**config.mk**
```make
export PLATFORM = sky130hd
export DESIGN_NAME = fp_multiplier
export DESIGN_NICKNAME = d
export VERILOG_FILES = /design/src/rtl/fp_multiplier.sv
export SDC_FILE = /design/constraint.sdc
export NUM_CORES = 2
export LEC_CHECK = 0
export ABC_AREA = 1
export CAP_MARGIN = 10
export CORE_MARGIN = 2
export CORE_UTILIZATION = 36
export CTS_CLUSTER_DIAMETER = 200
export CTS_CLUSTER_SIZE = 30
export DETAILED_ROUTE_END_ITERATION = 10
export PLACE_DENSITY = 0.53
export SLEW_MARGIN = 20
export SYNTH_ARGS = -nofsm -noshare
export SYNTH_HDL_FRONTEND = slang
export SYNTH_SLANG_ARGS = --single-unit
```
**constraint.sdc**
```tcl
create_clock -name clk -period 17.1 [get_ports clk]
set_input_delay 2.565 -clock clk [delete_from_list [all_inputs] [get_ports clk]]
set_output_delay 2.565 -clock clk [all_outputs]
set_load 0.02 [all_outputs]
```
**src/rtl/fp_multiplier.sv**
```systemverilog
// IEEE binary32 multiplier, RNE rounding, flush-to-zero; operands captured at edge N, result valid after edge N+2.
// Fully pipelined, one pair per cycle, no backpressure; result holds its value between tokens.
module fp_multiplier (
  input  logic        clk,
  input  logic        rst,
  input  logic        in_valid,
  input  logic [31:0] a,
  input  logic [31:0] b,
  output logic        out_valid,
  output logic [31:0] result
);

  // Stage 1: operand decode and special-case classification
  logic [7:0]        ea, eb;
  logic              a_zero, b_zero, a_inf, b_inf, a_nan, b_nan;
  logic              nan_d, inf_d, zero_d, sign_d;
  logic signed [9:0] exp1_d;

  assign ea     = a[30:23];
  assign eb     = b[30:23];
  assign a_zero = (ea == 8'h00);
  assign b_zero = (eb == 8'h00);
  assign a_inf  = (ea == 8'hFF) && (a[22:0] == 23'd0);
  assign b_inf  = (eb == 8'hFF) && (b[22:0] == 23'd0);
  assign a_nan  = (ea == 8'hFF) && (a[22:0] != 23'd0);
  assign b_nan  = (eb == 8'hFF) && (b[22:0] != 23'd0);
  assign nan_d  = a_nan | b_nan | (a_inf & b_zero) | (b_inf & a_zero);
  assign inf_d  = (a_inf | b_inf) & ~nan_d;
  assign zero_d = (a_zero | b_zero) & ~nan_d & ~inf_d;
  assign sign_d = a[31] ^ b[31];
  assign exp1_d = $signed({2'b00, ea}) + $signed({2'b00, eb}) - 10'sd127;

  logic              v1_q, sign1_q, nan1_q, inf1_q, zero1_q;
  logic signed [9:0] exp1_q;
  logic [23:0]       sig_a1_q, sig_b1_q;

  always_ff @(posedge clk or posedge rst) begin
    if (rst) begin
      v1_q     <= 1'b0;
      sign1_q  <= 1'b0;
      nan1_q   <= 1'b0;
      inf1_q   <= 1'b0;
      zero1_q  <= 1'b0;
      exp1_q   <= '0;
      sig_a1_q <= '0;
      sig_b1_q <= '0;
    end else begin
      v1_q <= in_valid;
      if (in_valid) begin
        sign1_q  <= sign_d;
        nan1_q   <= nan_d;
        inf1_q   <= inf_d;
        zero1_q  <= zero_d;
        exp1_q   <= exp1_d;
        sig_a1_q <= {1'b1, a[22:0]};
        sig_b1_q <= {1'b1, b[22:0]};
      end
    end
  end

  // Stage 2: significand product; special flags ride alongside
  logic              v2_q, sign2_q, nan2_q, inf2_q, zero2_q;
  logic signed [9:0] exp2_q;
  logic [47:0]       prod2_q;

  always_ff @(posedge clk or posedge rst) begin
    if (rst) begin
      v2_q    <= 1'b0;
      sign2_q <= 1'b0;
      nan2_q  <= 1'b0;
      inf2_q  <= 1'b0;
      zero2_q <= 1'b0;
      exp2_q  <= '0;
      prod2_q <= '0;
    end else begin
      v2_q <= v1_q;
      if (v1_q) begin
        sign2_q <= sign1_q;
        nan2_q  <= nan1_q;
        inf2_q  <= inf1_q;
        zero2_q <= zero1_q;
        exp2_q  <= exp1_q;
        prod2_q <= sig_a1_q * sig_b1_q;
      end
    end
  end

  // Normalize, round to nearest even, then let specials override
  logic [23:0]       mant;
  logic              g_bit, r_bit, s_bit, round_up;
  logic [24:0]       mant_r;
  logic signed [9:0] exp_n, exp_f;
  logic [22:0]       frac_f;
  logic [31:0]       result_d;

  always_comb begin
    if (prod2_q[47]) begin
      mant  = prod2_q[47:24];
      g_bit = prod2_q[23];
      r_bit = prod2_q[22];
      s_bit = |prod2_q[21:0];
      exp_n = exp2_q + 10'sd1;
    end else begin
      mant  = prod2_q[46:23];
      g_bit = prod2_q[22];
      r_bit = prod2_q[21];
      s_bit = |prod2_q[20:0];
      exp_n = exp2_q;
    end
    round_up = g_bit & (r_bit | s_bit | mant[0]);
    mant_r   = {1'b0, mant} + {24'd0, round_up};
    if (mant_r[24]) begin
      exp_f  = exp_n + 10'sd1;
      frac_f = mant_r[23:1];
    end else begin
      exp_f  = exp_n;
      frac_f = mant_r[22:0];
    end

    if (nan2_q)                 result_d = 32'h7FC0_0000;
    else if (inf2_q)            result_d = {sign2_q, 8'hFF, 23'd0};
    else if (zero2_q)           result_d = {sign2_q, 31'd0};
    else if (exp_f >= 10'sd255) result_d = {sign2_q, 8'hFF, 23'd0};
    else if (exp_f <= 10'sd0)   result_d = {sign2_q, 31'd0};
    else                        result_d = {sign2_q, exp_f[7:0], frac_f};
  end

  logic        out_valid_q;
  logic [31:0] result_q;

  always_ff @(posedge clk or posedge rst) begin
    if (rst) begin
      out_valid_q <= 1'b0;
      result_q    <= '0;
    end else begin
      out_valid_q <= v2_q;
      if (v2_q) result_q <= result_d;
    end
  end

  assign out_valid = out_valid_q;
  assign result    = result_q;

endmodule

```
After elaboration in Yosys (flattened, before gate mapping)

Index checks and enable logic that the tools add are counted.

Register bits after elaboration: 159
Bits of input ports: 67
Output and inout port bits: 33
Word-level logic and storage cells: 67

$add $sub $neg: 5
$mul: 1
Magnitude comparators: 2
Eq/ne operators: 2
Multiplexer cells: 12
Bitwise logic cells: 16
Reductions and logical operators: 12

Operator list:

| cell                                                                | number |
|---|---|
| two-way mux 31 bit                                                  | 4 |
| multiplier 24 x 24 -> 48 bit                                        | 1 |
| zero test 23 bit                                                    | 2 |
| nonzero test 23 bit                                                 | 2 |
| two-way mux 32 bit                                                  | 1 |
| adder 24 x 1 -> 25 bit                                              | 1 |
| two-way mux 24 bit                                                  | 1 |
| two-way mux 23 bit                                                  | 1 |
| OR reduction 22 bit                                                 | 1 |
| OR reduction 21 bit                                                 | 1 |
| adder 10 x 2 -> 10 bit (second input constant)                      | 2 |
| two-way mux 10 bit                                                  | 2 |
| equality test 8 bit (second input constant)                         | 2 |
| zero test 8 bit                                                     | 2 |
| greater-or-equal comparator 10 x 9 -> 1 bit (second input constant) | 1 |
| <= comparator 10 x 1 -> 1 bit (second input constant)               | 1 |
| subtractor 9 x 7 -> 10 bit (second input constant)                  | 1 |
| adder 8 x 8 -> 9 bit                                                | 1 |
| OR 1 bit                                                            | 7 |
| AND 1 bit                                                           | 6 |
| logical AND 1 bit                                                   | 4 |
| two-way mux 1 bit                                                   | 3 |
| inverter 1 bit                                                      | 2 |
| XOR 1 bit                                                           | 1 |

Depth between registers and ports, before layout

Word-level depth: 13
Gate-level depth with buffers: 33
Depth with buffers taken out: 31

Least setup slack after synthesis

OpenSTA, ideal clock, no wires.

Path kind: reg-to-reg
Start point: register sig_a1_q[20]
End point: register prod2_q[42]
Setup time: 133 ps
Arrival: 6,219 ps
Required time: 16,967 ps
Setup slack: 10,748 ps
Cell stages (with the launch flop): 27
Buffers on the path: 2
Clock period less this slack: 6,352 ps
Cell sequence: dfrtp_1 -> clkbuf_1 -> clkbuf_1 -> nand2_1 -> fa_1 -> inv_1 -> fa_1 -> inv_1 -> fa_1 -> inv_1 -> fa_1 -> fa_1 -> fa_1 -> inv_1 -> fa_1 -> inv_1 -> ha_1 -> a21oi_1 -> inv_1 -> a31oi_1 -> o21ai_0 -> a21oi_1 -> nand3_1 -> a21o_1 -> or2_2 -> nand3_1 -> o21ai_0

Word-level cells in the longest chain between the ends: 1

Ends and longest elaborated chain:

| item                         | line | source |
|---|---|---|
| from (decl)                  | 35   | `logic [23:0] sig_a1_q, sig_b1_q;` |
| from (signal assigned)       | 55   | `sig_a1_q <= {1'b1, a[22:0]};` |
| multiplier 24 x 24 -> 48 bit | 83   | `prod2_q <= sig_a1_q * sig_b1_q;` |
| to (signal assigned)         | 83   |  |
| to (decl)                    | 64   | `logic [47:0] prod2_q;` |

Every way passes these cells.
A chain may end at the register's enable or synchronous reset.

Final worst setup path

Start point: register sig_a1_q[19]
End point: register prod2_q[42]

Same word-level chain as after synthesis.

==> impl_results.md <==
- R2r setup slk: 9.82 ns
- Setup TNS: 0 ns
- R2r endpoint: prod2_q[42]
- Status: finished clean
- Syn Std Cell Area: 28200 sq um
- Antenna viol nets, final: 0
- DR iter-0 viols: 1400
- Sequential area share after synthesis: 0.1402
- Total CTS buffers: 17
- Layout filler cell count: 8060
- Setup Buffers After CTS: 0
- Distinct cells, synth: 54
- CTS tree: done
- Final Wtd Congestion: 0.8977
- Row count: 102
- Hold endpoint: exp1_q[2]
- Drt first pass iters: 5
- Avg Inst Size Synth: 7.572 sq um
- Post_cts resized: 0
- Final net count: 4445
- DRC: 0
- Critical R2R Launch: sig_a1_q[19]
- Fin. max-slew vios: 0
- Setup violations, final: 0
- Layout Skew: 0.03038 ns
- Placed cells: 4723
- Total GRT Usage: 0.2037
- Number of global-route vias before repair: 22.98k
- Core Box Area: 77470 sq um
- Die ar.: 80580 sq um
- Antenna Cells: 0
- Post-Layout Inst Area: 30680 sq um
- Starting density of the core: 0.3640
- Worst hold path type: flip-flop to flip-flop
- Async SR Flop Fraction: 1.000
- Worst path arrival time: 7.63 ns
- First-pass GRT wire length: 128.5 mm
- Area Growth Syn to Fin: 8.821%
- Period utilization: 0.4257
- Worst setup EP type: flip-flop
- Syn Nets: 4467
- Hold Startpoint: exp1_q[2]
- Relative slew slack: 0.2663
- Setup Crit Path Kind: flip-flop to flip-flop
- Initial antenna violation count: 3
- Vias: 22.09k
- Die Width: 283.9 um
- Share of cells above drive strength 1: 0.04118
- IO buf count: 99
- Critical-path cell list: nand2_1 > fa_1 > inv_1 > fa_1 > inv_1 > fa_1 > inv_1 > fa_1 > fa_1 > fa_1 > inv_1 > fa_1 > inv_1 > ha_1 > a21oi_1 > inv_1 > a31oi_1 > o21ai_0 > a21oi_1 > nand3_1 > a21o_1 > or2_2 > nand3_1 > o21ai_0
- Top_reg_cell synth: dfrtp_1
- CP startpoint kind: flip-flop
- Drt total wl: 79.08 mm
- Fmax: 137.4 MHz
- Clock slew seen by the registers of the worst setup and hold paths: 0.08 ns
- Max Cap Viol: 0
- Dpl hpwl: 61.88 mm
- Clock buffer depth: 2
- Yosys warning count: 0
- Root buffer cell: clkbuf_16
- Largest net degree at the start of global routing: 70
- Slew @ Worst Pin: 1.101 ns
- Clock sinks: 158
- Synth Instances: 3724
- Critical Path Fanout Max: 25
- Max stage delay on crit path: 1.03 ns
- Critical path's most frequent cell: fa_1
- Wire per inst: 16.63 um
- Non-Filler Instances: 4755
- Worst reg2reg path depth: 24
- RSZ-0062 raised after global routing: no
- WHS: 0.4743 ns
- Grt ovf: 0
- Clock insertion delay at the later pin of the skew report: 0.50 ns
- WHS Path Cells: 2
- Crit-path slowest cell: dfrtp_1
- Yosys reg bits: 158
- Placed cell area: 30070 sq um
- Min Clock Period, post-route: 7.279 ns
- I/O pin total: 100
- Fin. Hold Viols: 0
- Hold_buf cts: 0
- Post-synth EDFFs: 0
- H-tree Lvls: 4
- Vias per cell: 4.645
- Worst EP required: 17.45 ns
- Die Height: 283.9 um
-- critical path: cells and delay by family (launching register included) --
family	cells	cell delay [ns]
buffers and inverters	6	0.32
AOI/OAI and AO/OA	6	1.07
adders and majority gates	8	3.94
and+or+nand+nor	4	0.76
DFF	1	1.03
-- cell usage in the layout (no fill, tap or decap), types with 3 or more instances in the layout --
| cell type | Yosys | final |
|---|---|---|
| o21bai_1 | 8 | 8 |
| a31oi_1 | 18 | 18 |
| or2_2 | 18 | 18 |
| o21ai_1 | 4 | 4 |
| xnor2_1 | 16 | 16 |
| nand3_1 | 63 | 63 |
| buf_4 | 5 | 43 |
| nor3_1 | 12 | 12 |
| a21boi_0 | 3 | 3 |
| nor4_1 | 15 | 14 |
| clkinv_8 | 0 | 6 |
| nand2_2 | 7 | 7 |
| fa_1 | 483 | 483 |
| xor2_1 | 35 | 35 |
| a21oi_1 | 73 | 73 |
| dfrtp_1 | 158 | 156 |
| ha_1 | 193 | 193 |
| inv_6 | 0 | 4 |
| nand4_1 | 29 | 29 |
| clkdlybuf4s50_1 | 0 | 99 |
| nor2_2 | 9 | 9 |
| inv_8 | 0 | 3 |
| o21ai_0 | 142 | 142 |
| a21o_1 | 3 | 3 |
| clkbuf_16 | 0 | 17 |
| o211ai_1 | 4 | 4 |
| nor2_1 | 114 | 114 |
| o21ai_2 | 23 | 23 |
| nand2_1 | 1055 | 1055 |
| inv_2 | 4 | 4 |
| o21a_1 | 3 | 3 |
| inv_1 | 1018 | 1017 |
-- state kept, by name, indices dropped and copies added, names as in the netlist --
signal,flops
prod2_q,48
result,32
sig_a1_q,24
sig_b1_q,23
exp1_q,10
exp2_q,10
inf1_q,1
inf2_q,1
nan1_q,1
nan2_q,1
out_valid,1
sign1_q,1
sign2_q,1
v1_q,1
v2_q,1
zero1_q,1
zero2_q,1
-- routing by layer --
layer | track usage | wire length, um | up-vias
met5 | 0 | 0 | -
met4 | 0.04987 | 1466 | 0
met3 | 0.04228 | 5338 | 64
met2 | 0.3136 | 34660 | 584
met1 | 0.2921 | 37620 | 10750
li1 | - | - | 10690
-- through the flow --
step           setup WS, ns    util
4_1_cts               9.821  0.3961
2_1_floorplan         10.27       -
6_report              9.821  0.3961
3_5_place_dp          9.845  0.3882
3_3_place_gp          9.961  0.3882
5_1_grt               9.260  0.3961
-- cell type report --
cell class	instances	area, sq um	share of cell area
clock buffers	17	425.4	0.01386
multi-input cells	2358	19640	0.6402
clock inverters	15	190.2	0.006198
flip-flops and latches	158	3956	0.1289
inverters	1025	3854	0.1256
well taps	1040	1301	0.04241
repair buffers	142	1314	0.04282
-- how the worst max path moves through the flow --
stage,depth (start not counted),start,endpoint,slack [ns]
5_1_grt,25,sig_a1_q[19],prod2_q[46],9.26
4_1_cts,25,sig_a1_q[19],prod2_q[46],9.82
2_1_floorplan,1,rst,exp1_q[0],10.27
3_5_place_dp,25,sig_a1_q[19],prod2_q[46],9.84
6_report,24,sig_a1_q[19],prod2_q[42],9.82
3_3_place_gp,25,sig_a1_q[19],prod2_q[46],9.96
-- Yosys cell counts (4+ instances only) --
library cell,count,share of area
buf_4,5,0.0013
o211ai_1,4,0.0011
a31oi_1,18,0.0040
ha_1,193,0.086
o21ai_2,23,0.0071
or2_2,18,0.0040
nor2_2,9,0.0020
xnor2_1,16,0.0050
dfrtp_1,158,0.14
a21oi_1,73,0.013
inv_1,1018,0.14
nor3_1,12,0.0021
nor4_1,15,0.0033
clkbuf_1,164,0.022
buf_1,7,0.00093
inv_2,4,0.00053
buf_6,7,0.0028
o21ai_1,4,0.00071
o21ai_0,142,0.025
fa_1,483,0.34
nand2_1,1055,0.14
xor2_1,35,0.011
nand3_1,63,0.011
nand4_1,29,0.0064
o21bai_1,8,0.0021
nand2_2,7,0.0016
nor2_1,114,0.015
-- kinds of logic (layout without fill, tap and decap cells) --
group                      count (synthesis)  in the layout  synth area share
buffers and inverters                   1208           1199            0.1633
and+or+nand+nor                         1335           1335            0.1913
xor gates and xnor gates                  53             53           0.01699
AOI/OAI and AO/OA                        293            293           0.05919
DFF                                      158            158            0.1402
muxes                                      1              1         0.0003550
adders and majority gates                676            676            0.4286
Power is not shown: default switching activity piles up to over one toggle a cycle in this logic, so the estimate is an artifact.
